### config.mk
export PLATFORM = sky130hd
export DESIGN_NAME = axi_vfifo_mc_ctrl
export DESIGN_NICKNAME = d
export VERILOG_FILES = /design/src/rtl/axi_vfifo_mc_ctrl_pkg.sv /design/src/rtl/axi_vfifo_mc_rr_arb.sv /design/src/rtl/axi_vfifo_mc_ctrl.sv
export SDC_FILE = /design/constraint.sdc
export NUM_CORES = 2
export LEC_CHECK = 0
export ABC_AREA = 0
export CAP_MARGIN = 20
export CELL_PAD_IN_SITES_DETAIL_PLACEMENT = 2
export CELL_PAD_IN_SITES_GLOBAL_PLACEMENT = 2
export CORE_MARGIN = 3
export CORE_UTILIZATION = 37
export DETAILED_ROUTE_END_ITERATION = 8
export PLACE_DENSITY_LB_ADDON = 0.1
export SLEW_MARGIN = 20
export SYNTH_ARGS = -nofsm -noshare
export SYNTH_HDL_FRONTEND = slang
export SYNTH_SLANG_ARGS = --single-unit
### constraint.sdc
create_clock -name clk -period 10.8 [get_ports clk]
set_input_delay 1.08 -clock clk [delete_from_list [all_inputs] [get_ports clk]]
set_output_delay 1.08 -clock clk [all_outputs]
set_load 0.05 [all_outputs]
### src/rtl/axi_vfifo_mc_ctrl_pkg.sv
// Shared definitions for the multi-channel AXI virtual FIFO control core:
// channel state encodings and burst size derivation.
package axi_vfifo_mc_ctrl_pkg;

  typedef logic [1:0] ch_state_t;

  localparam ch_state_t ST_RESET  = 2'd0;
  localparam ch_state_t ST_IDLE   = 2'd1;
  localparam ch_state_t ST_ACTIVE = 2'd2;

  // Bytes moved by one fixed-size burst.
  function automatic int unsigned burst_bytes(input int unsigned beats, input int unsigned strb);
    return beats * strb;
  endfunction

endpackage

### src/rtl/axi_vfifo_mc_rr_arb.sv
// Round-robin arbiter: the search starts at the channel after the last
// accepted grant; the pointer only moves when adv is high and a grant exists.
module axi_vfifo_mc_rr_arb #(
  parameter int unsigned CH_CNT = 4,
  parameter int unsigned CL_CH  = $clog2(CH_CNT)
) (
  input  logic              clk,
  input  logic              rst_n,
  input  logic [CH_CNT-1:0] req,
  input  logic              adv,
  output logic              gnt_vld_c,
  output logic [CH_CNT-1:0] gnt_oh_c,
  output logic [CL_CH-1:0]  gnt_idx_c
);

  logic [CL_CH-1:0] prio_q;
  logic [CL_CH-1:0] idx_c;

  always_comb begin
    gnt_vld_c = 1'b0;
    gnt_oh_c  = '0;
    gnt_idx_c = '0;
    idx_c     = '0;
    for (int unsigned i = 0; i < CH_CNT; i++) begin
      idx_c = CL_CH'((32'(prio_q) + i) % CH_CNT);
      if (!gnt_vld_c && req[idx_c]) begin
        gnt_vld_c = 1'b1;
        gnt_idx_c = idx_c;
      end
    end
    if (gnt_vld_c) gnt_oh_c[gnt_idx_c] = 1'b1;
  end

  always_ff @(posedge clk or negedge rst_n) begin
    if (!rst_n) begin
      prio_q <= '0;
    end else if (adv && gnt_vld_c) begin
      prio_q <= (gnt_idx_c == CL_CH'(CH_CNT - 1)) ? '0 : gnt_idx_c + CL_CH'(1);
    end
  end

endmodule

### src/rtl/axi_vfifo_mc_ctrl.sv
// Multi-channel AXI virtual FIFO control core: per-channel ring pointers and
// reset/flush sequencing plus round-robin scheduling of write/read bursts.
module axi_vfifo_mc_ctrl
  import axi_vfifo_mc_ctrl_pkg::*;
#(
  parameter int unsigned CH_CNT         = 4,
  parameter int unsigned AXI_ADDR_WIDTH = 32,
  parameter int unsigned AXI_STRB_WIDTH = 8,
  parameter int unsigned BURST_LEN      = 16,
  parameter int unsigned LEN_WIDTH      = AXI_ADDR_WIDTH,
  parameter int unsigned CL_CH          = $clog2(CH_CNT)
) (
  input  logic                              clk,
  input  logic                              rst_n,
  input  logic [CH_CNT*AXI_ADDR_WIDTH-1:0]  cfg_base_addr,
  input  logic [CH_CNT*LEN_WIDTH-1:0]       cfg_size_mask,
  input  logic [CH_CNT-1:0]                 cfg_enable,
  input  logic [CH_CNT-1:0]                 cfg_reset,
  input  logic [CH_CNT-1:0]                 wr_burst_rdy,
  input  logic [CH_CNT-1:0]                 rd_space_rdy,
  output logic [AXI_ADDR_WIDTH-1:0]         wr_cmd_addr,
  output logic [CL_CH-1:0]                  wr_cmd_ch,
  output logic                              wr_cmd_valid,
  input  logic                              wr_cmd_ready,
  input  logic                              wr_done_valid,
  input  logic [CL_CH-1:0]                  wr_done_ch,
  output logic [AXI_ADDR_WIDTH-1:0]         rd_cmd_addr,
  output logic [CL_CH-1:0]                  rd_cmd_ch,
  output logic                              rd_cmd_valid,
  input  logic                              rd_cmd_ready,
  input  logic                              rd_done_valid,
  input  logic [CL_CH-1:0]                  rd_done_ch,
  output logic [CH_CNT*(LEN_WIDTH+1)-1:0]   sts_occupancy,
  output logic [CH_CNT-1:0]                 sts_empty,
  output logic [CH_CNT-1:0]                 sts_full,
  output logic [CH_CNT-1:0]                 sts_reset,
  output logic [CH_CNT-1:0]                 sts_active
);

  localparam int unsigned PW = LEN_WIDTH + 1;
  localparam int unsigned BB = burst_bytes(BURST_LEN, AXI_STRB_WIDTH);
  localparam logic [PW-1:0]             BB_P    = PW'(BB);
  localparam logic [LEN_WIDTH-1:0]      BB_M1   = LEN_WIDTH'(BB - 1);
  localparam logic [AXI_ADDR_WIDTH-1:0] BB_A_M1 = AXI_ADDR_WIDTH'(BB - 1);

  ch_state_t                 state_q    [CH_CNT];
  ch_state_t                 state_d    [CH_CNT];
  logic [PW-1:0]             wr_start_q [CH_CNT];
  logic [PW-1:0]             wr_start_d [CH_CNT];
  logic [PW-1:0]             wr_finish_q[CH_CNT];
  logic [PW-1:0]             wr_finish_d[CH_CNT];
  logic [PW-1:0]             rd_start_q [CH_CNT];
  logic [PW-1:0]             rd_start_d [CH_CNT];
  logic [PW-1:0]             rd_finish_q[CH_CNT];
  logic [PW-1:0]             rd_finish_d[CH_CNT];
  logic [AXI_ADDR_WIDTH-1:0] base_q     [CH_CNT];
  logic [AXI_ADDR_WIDTH-1:0] base_d     [CH_CNT];
  logic [LEN_WIDTH-1:0]      mask_q     [CH_CNT];
  logic [LEN_WIDTH-1:0]      mask_d     [CH_CNT];
  logic [PW-1:0]             cap_c      [CH_CNT];

  logic [CH_CNT-1:0]         wr_elig_c;
  logic [CH_CNT-1:0]         rd_elig_c;
  logic                      wr_load_c;
  logic                      rd_load_c;
  logic                      wr_gnt_vld_c;
  logic                      rd_gnt_vld_c;
  logic [CH_CNT-1:0]         wr_gnt_oh_c;
  logic [CH_CNT-1:0]         rd_gnt_oh_c;
  logic [CL_CH-1:0]          wr_gnt_idx_c;
  logic [CL_CH-1:0]          rd_gnt_idx_c;
  logic [AXI_ADDR_WIDTH-1:0] wr_addr_c;
  logic [AXI_ADDR_WIDTH-1:0] rd_addr_c;

  // A command slot may be reloaded when it is empty or being accepted.
  assign wr_load_c = !wr_cmd_valid || wr_cmd_ready;
  assign rd_load_c = !rd_cmd_valid || rd_cmd_ready;

  // Burst eligibility from the registered pointers.
  always_comb begin
    for (int ch = 0; ch < CH_CNT; ch++) begin
      cap_c[ch]     = PW'(mask_q[ch]) + PW'(1);
      wr_elig_c[ch] = (state_q[ch] == ST_ACTIVE) && wr_burst_rdy[ch] &&
                      ((wr_start_q[ch] - rd_finish_q[ch] + BB_P) <= cap_c[ch]);
      rd_elig_c[ch] = (state_q[ch] == ST_ACTIVE) && rd_space_rdy[ch] &&
                      ((wr_finish_q[ch] - rd_start_q[ch]) >= BB_P);
    end
  end

  axi_vfifo_mc_rr_arb #(.CH_CNT(CH_CNT), .CL_CH(CL_CH)) u_wr_arb (
    .clk       (clk),
    .rst_n     (rst_n),
    .req       (wr_elig_c),
    .adv       (wr_load_c),
    .gnt_vld_c (wr_gnt_vld_c),
    .gnt_oh_c  (wr_gnt_oh_c),
    .gnt_idx_c (wr_gnt_idx_c)
  );

  axi_vfifo_mc_rr_arb #(.CH_CNT(CH_CNT), .CL_CH(CL_CH)) u_rd_arb (
    .clk       (clk),
    .rst_n     (rst_n),
    .req       (rd_elig_c),
    .adv       (rd_load_c),
    .gnt_vld_c (rd_gnt_vld_c),
    .gnt_oh_c  (rd_gnt_oh_c),
    .gnt_idx_c (rd_gnt_idx_c)
  );

  always_comb begin
    wr_addr_c = base_q[wr_gnt_idx_c] |
                AXI_ADDR_WIDTH'(wr_start_q[wr_gnt_idx_c][LEN_WIDTH-1:0] & mask_q[wr_gnt_idx_c]);
    rd_addr_c = base_q[rd_gnt_idx_c] |
                AXI_ADDR_WIDTH'(rd_start_q[rd_gnt_idx_c][LEN_WIDTH-1:0] & mask_q[rd_gnt_idx_c]);
  end

  // Per-channel next state: issue, completion and reset/flush sequencing.
  always_comb begin
    for (int ch = 0; ch < CH_CNT; ch++) begin
      state_d[ch]     = state_q[ch];
      wr_start_d[ch]  = wr_start_q[ch];
      wr_finish_d[ch] = wr_finish_q[ch];
      rd_start_d[ch]  = rd_start_q[ch];
      rd_finish_d[ch] = rd_finish_q[ch];
      base_d[ch]      = base_q[ch];
      mask_d[ch]      = mask_q[ch];

      if (wr_load_c && wr_gnt_oh_c[ch]) wr_start_d[ch] = wr_start_q[ch] + BB_P;
      if (rd_load_c && rd_gnt_oh_c[ch]) rd_start_d[ch] = rd_start_q[ch] + BB_P;

      // Stray completions (idle channel or nothing outstanding) are dropped.
      if (wr_done_valid && (wr_done_ch == CL_CH'(ch)) && (state_q[ch] != ST_IDLE) &&
          (wr_finish_q[ch] != wr_start_q[ch]))
        wr_finish_d[ch] = wr_finish_q[ch] + BB_P;
      if (rd_done_valid && (rd_done_ch == CL_CH'(ch)) && (state_q[ch] != ST_IDLE) &&
          (rd_finish_q[ch] != rd_start_q[ch]))
        rd_finish_d[ch] = rd_finish_q[ch] + BB_P;

      case (state_q[ch])
        ST_RESET: begin
          if (!cfg_reset[ch] && (wr_start_q[ch] == wr_finish_q[ch]) &&
              (rd_start_q[ch] == rd_finish_q[ch])) begin
            state_d[ch]     = ST_IDLE;
            wr_start_d[ch]  = '0;
            wr_finish_d[ch] = '0;
            rd_start_d[ch]  = '0;
            rd_finish_d[ch] = '0;
          end
        end
        ST_IDLE: begin
          if (cfg_enable[ch]) begin
            state_d[ch] = ST_ACTIVE;
            base_d[ch]  = cfg_base_addr[ch*AXI_ADDR_WIDTH +: AXI_ADDR_WIDTH] & ~BB_A_M1;
            mask_d[ch]  = cfg_size_mask[ch*LEN_WIDTH +: LEN_WIDTH] | BB_M1;
          end
        end
        ST_ACTIVE: ;
        default: state_d[ch] = ST_RESET;
      endcase

      if (cfg_reset[ch]) state_d[ch] = ST_RESET;
    end
  end

  always_ff @(posedge clk or negedge rst_n) begin
    if (!rst_n) begin
      for (int ch = 0; ch < CH_CNT; ch++) begin
        state_q[ch]     <= ST_RESET;
        wr_start_q[ch]  <= '0;
        wr_finish_q[ch] <= '0;
        rd_start_q[ch]  <= '0;
        rd_finish_q[ch] <= '0;
        base_q[ch]      <= '0;
        mask_q[ch]      <= '0;
      end
    end else begin
      for (int ch = 0; ch < CH_CNT; ch++) begin
        state_q[ch]     <= state_d[ch];
        wr_start_q[ch]  <= wr_start_d[ch];
        wr_finish_q[ch] <= wr_finish_d[ch];
        rd_start_q[ch]  <= rd_start_d[ch];
        rd_finish_q[ch] <= rd_finish_d[ch];
        base_q[ch]      <= base_d[ch];
        mask_q[ch]      <= mask_d[ch];
      end
    end
  end

  // Command registers hold their payload until accepted.
  always_ff @(posedge clk or negedge rst_n) begin
    if (!rst_n) begin
      wr_cmd_valid <= 1'b0;
      wr_cmd_addr  <= '0;
      wr_cmd_ch    <= '0;
      rd_cmd_valid <= 1'b0;
      rd_cmd_addr  <= '0;
      rd_cmd_ch    <= '0;
    end else begin
      if (wr_load_c) begin
        wr_cmd_valid <= wr_gnt_vld_c;
        if (wr_gnt_vld_c) begin
          wr_cmd_addr <= wr_addr_c;
          wr_cmd_ch   <= wr_gnt_idx_c;
        end
      end
      if (rd_load_c) begin
        rd_cmd_valid <= rd_gnt_vld_c;
        if (rd_gnt_vld_c) begin
          rd_cmd_addr <= rd_addr_c;
          rd_cmd_ch   <= rd_gnt_idx_c;
        end
      end
    end
  end

  always_ff @(posedge clk or negedge rst_n) begin
    if (!rst_n) begin
      sts_occupancy <= '0;
      sts_empty     <= '1;
      sts_full      <= '0;
      sts_reset     <= '1;
      sts_active    <= '0;
    end else begin
      for (int ch = 0; ch < CH_CNT; ch++) begin
        sts_occupancy[ch*PW +: PW] <= wr_finish_q[ch] - rd_finish_q[ch];
        sts_empty[ch]  <= (wr_finish_q[ch] == rd_finish_q[ch]);
        sts_full[ch]   <= (wr_start_q[ch] - rd_finish_q[ch]) >= (cap_c[ch] - BB_P + PW'(1));
        sts_reset[ch]  <= (state_d[ch] == ST_RESET);
        sts_active[ch] <= (state_d[ch] == ST_ACTIVE);
      end
    end
  end

endmodule

==> results.cfg <==
[outcome]
status = completed

[worst_setup_path]
cp-start-kind = flop
critical_path.max_stage_delay_ns = 0.66
end_kind = flop
critPathArrivalTime_ns = 10.06
cp_max_fo = 26
rrSetupSlack_ns = 1.43
timing.rr.start = wr_start_q[40]
worstPathRequired_ns = 11.50
ff2ff_path_depth = 32
cpMostUsedCell = a21oi_1
reg2reg_to = wr_start_q[65]
crit_type = flop to flop
slowest_stage = nand4_1

[logic_synthesis]
yosysTopAreaCellShare = 0.3092
synth-main-ff-cell = dfrtp_1
synth_cells = 7402
yosysMostFrequentCell = dfrtp_1
synth_edf_count = 0
synth.yosys.seq_area_share = 0.3124
synth_area_sq_um = 64910
synth.area.top_cells = dfrtp_1 31%, ha_1 11%, xnor2_1 7.3%
avgSynthCellArea_sq_um = 8.770
synth_cell_types = 104
synth-async-reset-ratio = 1.000
synth-seq-cells = 810
synthTopCellsByCount = 802 x dfrtp_1, 709 x nor2_1, 572 x a21oi_1
yosys.area.top_type = dfrtp_1
yosys_warnings = 0

[clock_tree]
clk_path_buf_depth = 3
cts_resized = 0
cts_hold_buffers = 0
cts_root_buffer = clkbuf_16
cts_made_buffers = 105
cts_sinks = 810
clkTransAtPathRegs_ns = 0.06
clock_latency_ns = 0.79
cts_tree = done
post_cts_buffers = 0
h-tree-depth = 3

[finish]
layout-drive-gt1-share = 0.07021
area_delta_synth_final_pct = 15.34
finish.net_count = 8572
fin_util = 0.4298
instances_no_fill = 10150

[die]
initial_utilization = 0.3726
die_area_sq_um = 180500
rows = 153
die_height_um = 424.9
io_pins = 500
die_w_um = 424.9
coreArea_sq_um = 174200

[detailed_routing]
drtIter0Drc = 4116
routed-via-count = 60280
viasPerCell = 5.938
routed_wl_mm = 299.7
drc = 0
dr.pass1.iters = 5
antenna_left = 0
wl_per_cell_um = 29.52

[global_route]
track_usage = 0.3253
grt_max_degree = 141
grt_pass1_vias = 64540
grt_antenna_before_repair = 14
grt_pass1_wl_mm = 438.9
grt-ovfl-total = 0

[timing]
whs_ns = 0.2684
fin_tns_setup_ns = 0
post-route-min-period_ns = 9.368
slew_violations = 0
tightest_slew_ns = 1.118
final-hold-violation-count = 0
finalSetupViolCount = 0
fin_skew_ns = 0.04309
rsz0062_at_grt = no
max_freq_ghz = 0.1067
relSlewSlack = 0.2476
min_period_over_period = 0.8674

[power]
p_leak_nw = 34.02
peakVddDrop_mv = 0.1204
pwr_density_cell_nw_per_um2 = 144.9

[placement]
routabilityCongestion = 0.9389
dp_cells = 9948
port_buffers = 415
hpwl_mm = 242.7

[flow_run]
maxCapViolations = 0

[worst_hold_path]
hp-class = input pin to async pin
-- how the worst max path moves through the flow --
stage                   start             end  slack [ns]  depth (start not counted)
2_1_floorplan   wr_start_q[7]  wr_start_q[32]        3.02                         32
3_3_place_gp    wr_start_q[7]  wr_start_q[65]        1.90                         29
3_5_place_dp   wr_start_q[40]  wr_start_q[65]        1.60                         32
4_1_cts        wr_start_q[40]  wr_start_q[65]        1.56                         32
5_1_grt        wr_start_q[40]  wr_start_q[65]        0.83                         32
6_report       wr_start_q[40]  wr_start_q[65]        1.43                         32
-- cell families (layout without fill, tap and decap cells) --
logic type	after synthesis	count (layout)	share of synthesized area
multiplexers	331	331	0.05661
AO/OA/AOI/OAI	1567	1567	0.1576
AND/OR/NAND/NOR	2513	2513	0.1929
other	1	36	0.00005777
buffers and inverters	650	1040	0.04158
adder cells (fa/ha/maj)	560	560	0.1079
flip-flops	810	810	0.3124
XOR/XNOR	970	970	0.1309
-- metrics by stage --
| stage | total power, W | cell area, sq um | worst slack, ns |
|---|---|---|---|
| 6_report | 0.01085 | 74870 | 1.432 |
| 5_1_grt | 0.01142 | 74860 | 0.8287 |
| 4_1_cts | 0.01091 | 74840 | 1.560 |
| 3_5_place_dp | 0.007147 | 71290 | 1.598 |
| 3_3_place_gp | 0.007003 | 71290 | 1.899 |
| 2_1_floorplan | 0.005874 | 65010 | 3.017 |
-- sequential cells by signal (all words and copies together) (netlist names), 8 cells and up --
signal,count
mask_q,104
rd_finish_q,104
rd_start_q,104
sts_occupancy,104
wr_finish_q,104
wr_start_q,104
base_q,100
rd_cmd_addr,26
wr_cmd_addr,26
state_q,8
-- per-layer routing --
layer  vias up  part of all wire  track usage
met5         -           0.00016            0
met4         6             0.070       0.1913
met3       545             0.044      0.03785
met2      1442              0.47       0.5386
met1     31200              0.42       0.4081
li1      27090                 -            -
-- cell usage in the layout, fill, tap and decap left out, types with 56 or more instances in the layout --
| master | instances |
|---|---|
| o21ai_0 | 254 |
| a21o_1 | 200 |
| or3_1 | 122 |
| dfrtp_1 | 802 |
| clkbuf_16 | 105 |
| clkdlybuf4s50_1 | 414 |
| nand2b_1 | 56 |
| mux2_2 | 203 |
| nor3_1 | 171 |
| ha_1 | 560 |
| nand4_1 | 220 |
| nand3_1 | 279 |
| o21a_1 | 81 |
| nor2_1 | 708 |
| nor4_1 | 72 |
| and3_1 | 143 |
| xor2_1 | 430 |
| xnor2_1 | 540 |
| a21oi_1 | 572 |
| inv_1 | 379 |
| mux2i_1 | 102 |
| nand2_1 | 451 |
| nor2b_1 | 66 |
-- critical path: cells and delay by family, from the launching register on --
family | cells | cell delay [ns]
xor+xnor | 1 | 0.16
flops | 1 | 0.62
compound gates | 13 | 2.51
fa+ha+maj | 3 | 1.04
simple gates | 11 | 4.05
buf+inv | 4 | 0.83
-- report_power, final --
group | internal, W | switching, W
combinational | 0.00141 | 0.00218
sequential | 0.00324 | 0.000302
clock | 0.00214 | 0.00157
-- cell type report --
class	instances	area, sq um
repair buffers	463	4557
diodes	8	20.02
inverters	381	1430
multi-input cells	5969	42130
well taps	2325	2909
clock buffers	156	3029
fillers	19240	99330
clock inverters	40	516.7
flip-flops and latches	810	20280
Power figures use the tool's default switching activity.
